### src/rtl/pe_pkg.sv
// -----------------------------------------------------------------------------
// pe_pkg
// Shared definitions for the systolic_pe processing element:
//   - pe_state_e   : two-state accumulation FSM encoding (IDLE, ACC)
//   - K_MAX_DEFAULT / KLEN_W : default dot-product length limit and the
//                    matching width of the k_len port ($clog2(K_MAX)+1)
//   - EXT_MAX_W    : widest product/accumulator the extension helper handles
//   - ext_product  : sign- or zero-extends a raw product to EXT_MAX_W bits
// -----------------------------------------------------------------------------
package pe_pkg;

    typedef enum logic [0:0] {
        IDLE = 1'b0,
        ACC  = 1'b1
    } pe_state_e;

    localparam int unsigned K_MAX_DEFAULT = 32'd256;
    localparam int unsigned KLEN_W        = $clog2(K_MAX_DEFAULT) + 32'd1;
    localparam int unsigned EXT_MAX_W     = 32'd128;

    // The caller places the prod_w-bit product in the LSBs with zeros above.
    // When is_signed is set the product MSB is replicated into every upper bit.
    function automatic logic [EXT_MAX_W-1:0] ext_product(
        input logic [EXT_MAX_W-1:0] prod,
        input int unsigned          prod_w,
        input logic                 is_signed
    );
        logic [EXT_MAX_W-1:0] msb_mask;
        logic [EXT_MAX_W-1:0] upper_mask;
        logic                 fill;
        msb_mask   = {{(EXT_MAX_W-1){1'b0}}, 1'b1} << (prod_w - 32'd1);
        upper_mask = {EXT_MAX_W{1'b1}} << prod_w;
        fill       = is_signed && ((prod & msb_mask) != {EXT_MAX_W{1'b0}});
        if (fill) begin
            ext_product = prod | upper_mask;
        end else begin
            ext_product = prod;
        end
    endfunction

endpackage

### src/rtl/pe_mac_unit.sv
// -----------------------------------------------------------------------------
// pe_mac_unit
// Combinational multiply / extend / accumulate stage of the systolic PE.
//   a, b      : operands (DATA_W)
//   acc_in    : running accumulator (zero on the first beat of a dot product)
//   acc_next  : acc_in + extended product (wrapping, or clamped with PE_SAT_EN)
//   sat_hit   : this addition was clamped (always 0 unless PE_SAT_EN)
// Optional build macro: PE_SAT_EN selects saturating accumulation.
// -----------------------------------------------------------------------------
module pe_mac_unit
    import pe_pkg::*;
#(
    parameter int DATA_W = 8,
    parameter int ACC_W  = 32,
    parameter int SIGNED = 1
) (
    input  logic [DATA_W-1:0] a,
    input  logic [DATA_W-1:0] b,
    input  logic [ACC_W-1:0]  acc_in,
    output logic [ACC_W-1:0]  acc_next,
    output logic              sat_hit
);

    localparam int  PROD_W    = 2 * DATA_W;
    localparam logic IS_SIGNED = (SIGNED != 32'sd0);

    logic [PROD_W-1:0] a_x_s;
    logic [PROD_W-1:0] b_x_s;
    logic [PROD_W-1:0] prod_s;
    logic [ACC_W-1:0]  ext_s;

    // Widen operands to the product width, then multiply. The low PROD_W bits
    // of the product are identical for signed and unsigned interpretations
    // once the operands are extended the right way.
    always_comb begin
        if (IS_SIGNED) begin
            a_x_s = {{DATA_W{a[DATA_W-1]}}, a};
            b_x_s = {{DATA_W{b[DATA_W-1]}}, b};
        end else begin
            a_x_s = {{DATA_W{1'b0}}, a};
            b_x_s = {{DATA_W{1'b0}}, b};
        end
        prod_s = a_x_s * b_x_s;
        ext_s  = ACC_W'(ext_product(EXT_MAX_W'(prod_s), PROD_W, IS_SIGNED));
    end

`ifdef PE_SAT_EN
    logic [ACC_W:0] sum_w_s;

    // Add with one guard bit and clamp to the representable range on overflow.
    always_comb begin
        sum_w_s  = {(ACC_W+1){1'b0}};
        acc_next = {ACC_W{1'b0}};
        sat_hit  = 1'b0;
        if (IS_SIGNED) begin
            sum_w_s = {acc_in[ACC_W-1], acc_in} + {ext_s[ACC_W-1], ext_s};
            if (sum_w_s[ACC_W] != sum_w_s[ACC_W-1]) begin
                sat_hit = 1'b1;
                if (sum_w_s[ACC_W]) begin
                    acc_next = {1'b1, {(ACC_W-1){1'b0}}};
                end else begin
                    acc_next = {1'b0, {(ACC_W-1){1'b1}}};
                end
            end else begin
                acc_next = sum_w_s[ACC_W-1:0];
            end
        end else begin
            sum_w_s = {1'b0, acc_in} + {1'b0, ext_s};
            if (sum_w_s[ACC_W]) begin
                sat_hit  = 1'b1;
                acc_next = {ACC_W{1'b1}};
            end else begin
                acc_next = sum_w_s[ACC_W-1:0];
            end
        end
    end
`else
    // Plain modulo-2^ACC_W accumulation.
    always_comb begin
        acc_next = acc_in + ext_s;
        sat_hit  = 1'b0;
    end
`endif

endmodule

### src/rtl/systolic_pe.sv
// -----------------------------------------------------------------------------
// systolic_pe
// Output-stationary multiply-accumulate element for a systolic array.
// Each accepted operand beat is multiplied and accumulated over a dot product
// of k_len beats (0 treated as 1). Operands are forwarded east/south one cycle
// later. Completed dot products sit in a one-entry result register drained by
// a valid/ready handshake; a final beat stalls while that register is full.
// Ports:
//   clk, rst            : clock, synchronous active-high reset
//   k_len               : dot-product length, sampled on the first beat
//   in_valid / in_ready : operand beat handshake
//   a_in, b_in          : row / column operands
//   a_out, b_out        : registered operand forward
//   fwd_valid           : registered accepted-beat strobe
//   res_valid/res_ready : result handshake, res_data the dot product
//   sat_flag            : sticky saturation indicator
// Optional build macro: PE_SAT_EN (saturating accumulation, live sat_flag).
// -----------------------------------------------------------------------------
module systolic_pe
    import pe_pkg::*;
#(
    parameter int DATA_W = 8,
    parameter int ACC_W  = 32,
    parameter int K_MAX  = K_MAX_DEFAULT,
    parameter int SIGNED = 1
) (
    input  logic                   clk,
    input  logic                   rst,
    input  logic [$clog2(K_MAX):0] k_len,
    input  logic                   in_valid,
    output logic                   in_ready,
    input  logic [DATA_W-1:0]      a_in,
    input  logic [DATA_W-1:0]      b_in,
    output logic [DATA_W-1:0]      a_out,
    output logic [DATA_W-1:0]      b_out,
    output logic                   fwd_valid,
    output logic                   res_valid,
    input  logic                   res_ready,
    output logic [ACC_W-1:0]       res_data,
    output logic                   sat_flag
);

    localparam int             KW    = $clog2(K_MAX) + 1;
    localparam logic [KW-1:0]  ONE_K = {{(KW-1){1'b0}}, 1'b1};

    pe_state_e         state_r;
    logic [ACC_W-1:0]  acc_r;
    logic [KW-1:0]     cnt_r;
    logic [KW-1:0]     len_r;
    logic [DATA_W-1:0] a_out_r;
    logic [DATA_W-1:0] b_out_r;
    logic              fwd_valid_r;
    logic              res_valid_r;
    logic [ACC_W-1:0]  res_data_r;
    logic              sat_flag_r;

    logic [KW-1:0]     klen_eff_s;
    logic [KW-1:0]     cnt_inc_s;
    logic              final_s;
    logic              in_ready_s;
    logic              accept_s;
    logic [ACC_W-1:0]  acc_base_s;
    logic [ACC_W-1:0]  acc_next_s;
    logic              sat_hit_s;

    // Decide whether the next beat would close the dot product and whether it
    // may be accepted. Only a final beat needs the result register to be free.
    always_comb begin
        if (k_len == {KW{1'b0}}) begin
            klen_eff_s = ONE_K;
        end else begin
            klen_eff_s = k_len;
        end
        cnt_inc_s = cnt_r + ONE_K;
        case (state_r)
            IDLE:    final_s = (klen_eff_s == ONE_K);
            ACC:     final_s = (cnt_inc_s == len_r);
            default: final_s = 1'b0;
        endcase
        in_ready_s = !(final_s && res_valid_r && !res_ready);
        accept_s   = in_valid && in_ready_s;
        if (state_r == ACC) begin
            acc_base_s = acc_r;
        end else begin
            acc_base_s = {ACC_W{1'b0}};
        end
    end

    pe_mac_unit #(
        .DATA_W (DATA_W),
        .ACC_W  (ACC_W),
        .SIGNED (SIGNED)
    ) u_mac (
        .a        (a_in),
        .b        (b_in),
        .acc_in   (acc_base_s),
        .acc_next (acc_next_s),
        .sat_hit  (sat_hit_s)
    );

    // Accumulation FSM: IDLE waits for the first beat, ACC counts the rest.
    always_ff @(posedge clk) begin
        if (rst) begin
            state_r <= IDLE;
            acc_r   <= {ACC_W{1'b0}};
            cnt_r   <= {KW{1'b0}};
            len_r   <= {KW{1'b0}};
        end else if (accept_s) begin
            if (final_s) begin
                state_r <= IDLE;
                acc_r   <= {ACC_W{1'b0}};
                cnt_r   <= {KW{1'b0}};
                if (state_r == IDLE) begin
                    len_r <= klen_eff_s;
                end
            end else begin
                case (state_r)
                    IDLE: begin
                        len_r   <= klen_eff_s;
                        cnt_r   <= ONE_K;
                        acc_r   <= acc_next_s;
                        state_r <= ACC;
                    end
                    ACC: begin
                        cnt_r <= cnt_inc_s;
                        acc_r <= acc_next_s;
                    end
                    default: begin
                        state_r <= IDLE;
                        acc_r   <= {ACC_W{1'b0}};
                        cnt_r   <= {KW{1'b0}};
                    end
                endcase
            end
        end
    end

    // One-entry result register; a final beat landing during a drain reloads it.
    always_ff @(posedge clk) begin
        if (rst) begin
            res_valid_r <= 1'b0;
            res_data_r  <= {ACC_W{1'b0}};
        end else if (accept_s && final_s) begin
            res_valid_r <= 1'b1;
            res_data_r  <= acc_next_s;
        end else if (res_ready) begin
            res_valid_r <= 1'b0;
        end
    end

    // Operand forward to the east/south neighbours on accepted beats only.
    always_ff @(posedge clk) begin
        if (rst) begin
            a_out_r     <= {DATA_W{1'b0}};
            b_out_r     <= {DATA_W{1'b0}};
            fwd_valid_r <= 1'b0;
        end else begin
            fwd_valid_r <= accept_s;
            if (accept_s) begin
                a_out_r <= a_in;
                b_out_r <= b_in;
            end
        end
    end

    // Sticky clamp indicator; sat_hit_s is constant 0 in the wrapping build.
    always_ff @(posedge clk) begin
        if (rst) begin
            sat_flag_r <= 1'b0;
        end else if (accept_s && sat_hit_s) begin
            sat_flag_r <= 1'b1;
        end
    end

    assign in_ready  = in_ready_s;
    assign a_out     = a_out_r;
    assign b_out     = b_out_r;
    assign fwd_valid = fwd_valid_r;
    assign res_valid = res_valid_r;
    assign res_data  = res_data_r;
    assign sat_flag  = sat_flag_r;

endmodule

### config.mk
export PLATFORM = sky130hd
export DESIGN_NAME = systolic_pe
export DESIGN_NICKNAME = d
export VERILOG_FILES = /design/src/rtl/pe_pkg.sv /design/src/rtl/pe_mac_unit.sv /design/src/rtl/systolic_pe.sv
export SDC_FILE = /design/constraint.sdc
export NUM_CORES = 1
export LEC_CHECK = 0
export ABC_AREA = 1
export BUFFER_PORTS_ARGS = -buffer_cell sky130_fd_sc_hd__clkbuf_2
export CAP_MARGIN = 10
export CELL_PAD_IN_SITES_DETAIL_PLACEMENT = 0
export CELL_PAD_IN_SITES_GLOBAL_PLACEMENT = 2
export CORE_MARGIN = 10
export CORE_UTILIZATION = 31
export CTS_CLUSTER_DIAMETER = 30
export DETAILED_ROUTE_END_ITERATION = 8
export GPL_ROUTABILITY_DRIVEN = 0
export PLACE_DENSITY = 0.83
export SLEW_MARGIN = 20
export SYNTH_ARGS = -nofsm -noshare
export SYNTH_HDL_FRONTEND = slang
export SYNTH_SLANG_ARGS = --single-unit
export TNS_END_PERCENT = 1
### constraint.sdc
create_clock -name clk -period 6.14 [get_ports clk]
set_input_delay 0.921 -clock clk [delete_from_list [all_inputs] [get_ports clk]]
set_output_delay 0.921 -clock clk [all_outputs]
set_load 0.01 [all_outputs]
=== After elaboration in Yosys (flattened, before gate mapping) ===
Index checks and enable logic that the tools add are counted.

* Register bits: 101
* Logic and storage cells: 34

* Add/subtract/negate cells: 2
* Multipliers: 1
* Equal/unequal tests: 2
* Mux-type cells: 10
* Bitwise operators: 1
* Reductions and logical operators: 9

{| class="wikitable"
|+ Operator list
! operator !! count
|-
| $mux W32 || 3
|-
| $add A32 B32 Y32 || 1
|-
| $mux W9 || 2
|-
| $pmux W9 S2 || 1
|-
| $mul A8 B8 Y16 || 1
|-
| $add A9 B1 Y9 const B || 1
|-
| $eq A9 B1 Y1 const B || 1
|-
| $eq A9 B9 Y1 || 1
|-
| $logic_not A9 Y1 || 1
|-
| $logic_and A1 B1 Y1 || 4
|-
| $mux W1 || 3
|-
| $logic_not A1 Y1 || 2
|-
| $pmux W1 S2 || 1
|-
| $reduce_and A2 Y1 || 1
|-
| $reduce_bool A2 Y1 || 1
|-
| $not A1 Y1 || 1
|}

=== Depth between registers and ports, before layout ===
* Word-level depth: 10
* Gate-level depth with buffers: 38

=== Hierarchy ===
Synthesis repeated with hierarchy kept, for this count alone.

* Cell total of the unflattened synthesis: 1,486
* Area total of the unflattened synthesis: 9,411.5 sq um

{| class="wikitable"
|+ Modules (own cells, without submodules)
! module !! instances !! cells each !! area an instance (sq um) !! sequential area each (sq um)
|-
| pe_mac_unit || 1 || 802 || 4,897.2 || 0.0
|-
| systolic_pe || 1 || 684 || 4,514.3 || 2,042.0
|}

=== Least setup slack after synthesis ===
No wires, ideal clock.

* Path type: input to register
* Start point: input port a_in[0]
* End point: register res_data_r[21], in the netlist res_data[21]
* Library setup time: 0.116 ns
* Data arrival time: 6.492 ns
* Required time: 6.024 ns
* Slack: -0.468 ns
* Cell stages on the path: 32
* Buffers on the path: 1
* Path through: clkbuf_1 or2_2 fa_1 fa_1 inv_1 fa_1 inv_1 fa_1 inv_1 ha_1 inv_1 o21ai_0 a21oi_1 o21bai_1 a21oi_1 o21bai_1 xnor2_1 inv_1 ha_1 a21oi_1 o21ai_0 a21oi_1 o21ai_0 nand2_1 nor2_1 nand2_1 nand3b_1 or2_2 nand2_1 nand2_1 o211ai_1 inv_1

* Word-level cells in the longest chain between the ends: 3

{| class="wikitable"
|+ RTL lines
! element !! RTL line !! text
|-
| from (decl) || systolic_pe.sv:32 || <nowiki>input logic [DATA_W-1:0] a_in,</nowiki>
|-
| $mul A8 B8 Y16 || pe_mac_unit.sv:43 || <nowiki>prod_s = a_x_s * b_x_s;</nowiki>
|-
| $mux W32 || pe_pkg.sv:34 || <nowiki>if (fill) begin</nowiki>
|-
| $add A32 B32 Y32 || pe_mac_unit.sv:80 || <nowiki>acc_next = acc_in + ext_s;</nowiki>
|-
| to (signal assigned) || systolic_pe.sv:142 || <nowiki>res_data_r <= {ACC_W{1'b0}};</nowiki>
|-
| to (signal assigned) || systolic_pe.sv:145 || <nowiki>res_data_r <= acc_next_s;</nowiki>
|-
| to (decl) || systolic_pe.sv:54 || <nowiki>logic [ACC_W-1:0] res_data_r;</nowiki>
|}

No other way between the ends.
A chain may end at the register's enable or synchronous reset.

=== Worst setup path in the final report ===
* Start point: input port b_in[7]
* End point: register res_data_r[21], in the netlist res_data[21]

* Word-level cells in the longest chain between the ends: 3

{| class="wikitable"
|+ RTL lines
! element !! RTL line !! text
|-
| from (decl) || systolic_pe.sv:33 || <nowiki>input logic [DATA_W-1:0] b_in,</nowiki>
|-
| $mul A8 B8 Y16 || pe_mac_unit.sv:43 ||
|-
| $mux W32 || pe_pkg.sv:34 ||
|-
| $add A32 B32 Y32 || pe_mac_unit.sv:80 ||
|}

No other way between the ends.

==> key figures <==
Die
  – Starting density of the core: between 30% and 40%
  – I/O pin cnt: 81
  – Full die area: roughly 35,000 um^2
  – Die height: about 190 um
  – Cell Rows: 61
  – Core area: between 20,000 and 30,000 um^2
  – Die width: ~190 um

Synthesis
  – Synthesis Warnings: 0
  – Synth area leader: dfxtp_1
  – Post-synth cell types: 40
  – Mapped cell area: 8735 um^2
  – Post-synth EDFFs: 0
  – Post-synth ARST share: 0%
  – Synth Flop Type: dfxtp_1
  – Synth Instances: 1,289
  – Post-synthesis register bit count: 101
  – Synthesized area per cell: between 6 and 7 um^2
  – Synth area leaders: dfxtp_1 (23%), nand2_1 (16%), fa_1 (13%), inv_1 (11%), ha_1 (8.2%)
  – Synth Net Count: around 1,400
  – Yosys top cell area share: a little under a quarter
  – Sequential area share after synthesis: 23.15%

Clock network
  – H-tree depth: 3
  – Hold-fix buffer count after cts: 0
  – Clk buf depth: 2
  – Sinks on the clock net: approximately 100
  – CTS tree: built
  – Clock-pin slew on the worst setup and hold paths: about 0.08 ns
  – Root buf cell: clkbuf_16
  – Num CTS Buffers: 9
  – Clk Latency, worst-skew pair: approximately 0.36 ns

Drt
  – Post-route antenna net violation count: 0
  – Via count: about 8,000
  – Drt drc: 0
  – Avg Vias per Cell: 4.421
  – DRT Pass-1 Iters: 5
  – Avg WL per Cell: ~13 um
  – WL final: approximately 25,000 um
  – Initial drt markers: 407

STA
  – Max Clk Rate: about 0.16 GHz
  – Max_slew headroom: ~36%
  – Hold_ws: approximately 0.46 ns
  – Worst setup margin: -0.03756 ns
  – Max Slew Vio Count: 0
  – Final Hold Fails: 0
  – Layout Skew: 0.01286 ns
  – Final min period: between 6 and 7 ns
  – Final setup viols: 2
  – Period utilisation layout: 100.6%
  – Slew at the pin closest to its max-slew limit: 0.9669 ns
  – Unrepaired setup endpoints after global routing: true

Worst setup path
  – Worst reg2reg setup slack: between 2 and 3 ns
  – Crit Path Class: input pin to flop
  – CP endpoint: res_data[21]
  – Crit end category: flop
  – Worst setup path startpoint: b_in[7]
  – Crit start category: input pin
  – Crit-path max cell delay: between 0.5 and 0.6 ns
  – CP Data Required Time: between 6 and 7 ns
  – Cell depth of the worst flop-to-flop path: 14
  – R2r endpoint: res_data[8]
  – Critical-path top delay cell: fa_1
  – Worst path arrival time: roughly 6.4 ns
  – Reg2reg start: cnt_r[0]
  – Crit Path Max Fanout: 4

Global route
  – First-pass GRT wire length: a little over 40,000 um
  – Initial antenna violation count: 0
  – Largest net degree at the start of global routing: a little under 80
  – Vias in the first global route: approximately 8,100
  – Overall routing resource usage: between 10 and 15%
  – Total congestion overflow: 0

Layout
  – Core Util, Final: about two fifths
  – Ratio of cells with drive above 1 in the final layout: between 20% and 30%
  – Antenna Diode Count: 0
  – Reg area: approximately 2000 um^2
  – Final nets: about 1,600
  – Fillcell total: 3,008
  – Finished Cell Area: between 10,000 and 15,000 um^2
  – Multi-input logic area: about 5800 um^2
  – P&R area growth vs syn: 27.78%

Pwr
  – Clk network pwr share: 10.0%
  – Switch Pwr: between 3000 and 4000 uW
  – Sw frac: 46.87%
  – Leak: 0.006066 uW
  – Part of the power in registers: a little under an eighth
  – Comb power frac: just under 80%
  – Int Pwr: roughly 3500 uW
  – Maximum VDD drop: ~0.35 mV
  – Power density cells: between 500 and 600 nW/um^2

Placed design
  – PortBufs: 79
  – Post-placement cell area: 10,460 um^2
  – Estimated wirelength of the detail-placed design: ~19,000 um
  – Setup slack at placement: -0.6220 ns

Min path
  – Worst Hold Class: flop to flop

Status
  – Status: finished, violations left
  – Failing checks: negative setup slack

Job
  – Max-cap violation count: 0
## registers in the layout, indices dropped and copies added (netlist names)
register,count
a_out,8
res_valid,1
b_out,8
state_r,1
cnt_r,9
acc_r,32
fwd_valid,1
res_data,32
len_r,9
## per-stage QoR
step	total power, uW	TNS (ns)	std cells
global route	7336	-9.398	1860
finish	6679	-0.05652	1860
detailed placement	5432	-15.94	1836
global placement	5405	-15.54	1836
CTS	6327	-0.07434	1856
floorplan	3550	-0.0005613	1289
## layout by cell type (no fill, tap or decap), types with 19 or more instances in the layout
| master | n |
|---|---|
| clkbuf_2 | 70 |
| xor2_1 | 19 |
| a21oi_1 | 105 |
| nand3_1 | 73 |
| dfxtp_1 | 101 |
| buf_4 | 151 |
| nor2_1 | 54 |
| nand2_1 | 350 |
| ha_1 | 51 |
| o21ai_0 | 22 |
| inv_1 | 239 |
| fa_1 | 54 |
## routing by layer
| layer | up-vias | part of all wire (%) | track usage [%] |
|---|---|---|---|
| li1 | 4342 | - | - |
| met1 | 3765 | 53 | 19.88 |
| met2 | 105 | 43 | 21.78 |
| met3 | 11 | 3.3 | 1.948 |
| met4 | 0 | 0.79 | 2.615 |
| met5 | - | 0 | 0 |
## power by group through the flow
stage          clock network (uW)  logic [uW]  registers (uW)
3_3_place_gp                    0        4620             790
6_report                      668        5230             777
5_1_grt                       709        5840             786
4_1_cts                       685        4860             777
3_5_place_dp                    0        4640             790
2_1_floorplan                   0        2770             785
## worst min path at each step
stage,startpoint,cells past startpoint,end
CTS,b_out[3],2,b_out[3]
global placement,acc_r[11],2,acc_r[11]
finish,res_data[10],2,res_data[10]
global route,b_out[1],2,b_out[1]
detailed placement,b_out[3],2,b_out[3]
floorplan,acc_r[13],2,acc_r[13]
## worst max-delay path, delay by kind of cell
| family | cells | cell delay (ns) |
|---|---|---|
| AO/OA/AOI/OAI | 10 | 1.20 |
| buffers and inverters | 10 | 0.83 |
| XOR/XNOR | 1 | 0.10 |
| AND/OR/NAND/NOR | 8 | 0.91 |
| adder cells (fa/ha/maj) | 6 | 2.47 |
## Yosys cell counts (all sizes together), types with 4 or more instances
library cell and number:
nand2 371, inv 251, a21oi 122, dfxtp 101
nand3 79, nor2 63, ha 57, fa 56
o21ai 37, clkbuf 33, xor2 23, xnor2 21
buf 20, o21a 11, or2 8, nand4 6
nand3b 4, o211ai 4
## logic make-up (layout without fill, tap and decap cells)
group,after synthesis,after routing,share of synthesized area [%]
simple gates,537,538,25.60
buf+inv,304,496,13.97
compound gates,189,189,11.75
fa+ha+maj,113,113,21.00
flops,101,101,23.15
xor+xnor,44,44,4.498
other cells,1,1,0.04293
## what timing repair did
action,in CTS,in global routing
pin swaps,17,33
endpoints found under the setup margin,21,38
endpoints found under the hold margin,0,0
gates cloned,1,0
setup buffers,4,4
gates resized for setup,19,68
## final cells by class
cell class	instances	share of cell area [%]
clock buffers	9	2.018
flip-flops and latches	101	18.12
inverters	251	8.442
multi-input cells	885	52.37
well taps	378	4.238
repair buffers	229	13.87
clock inverters	7	0.9529
Power figures use the tool's default switching activity.
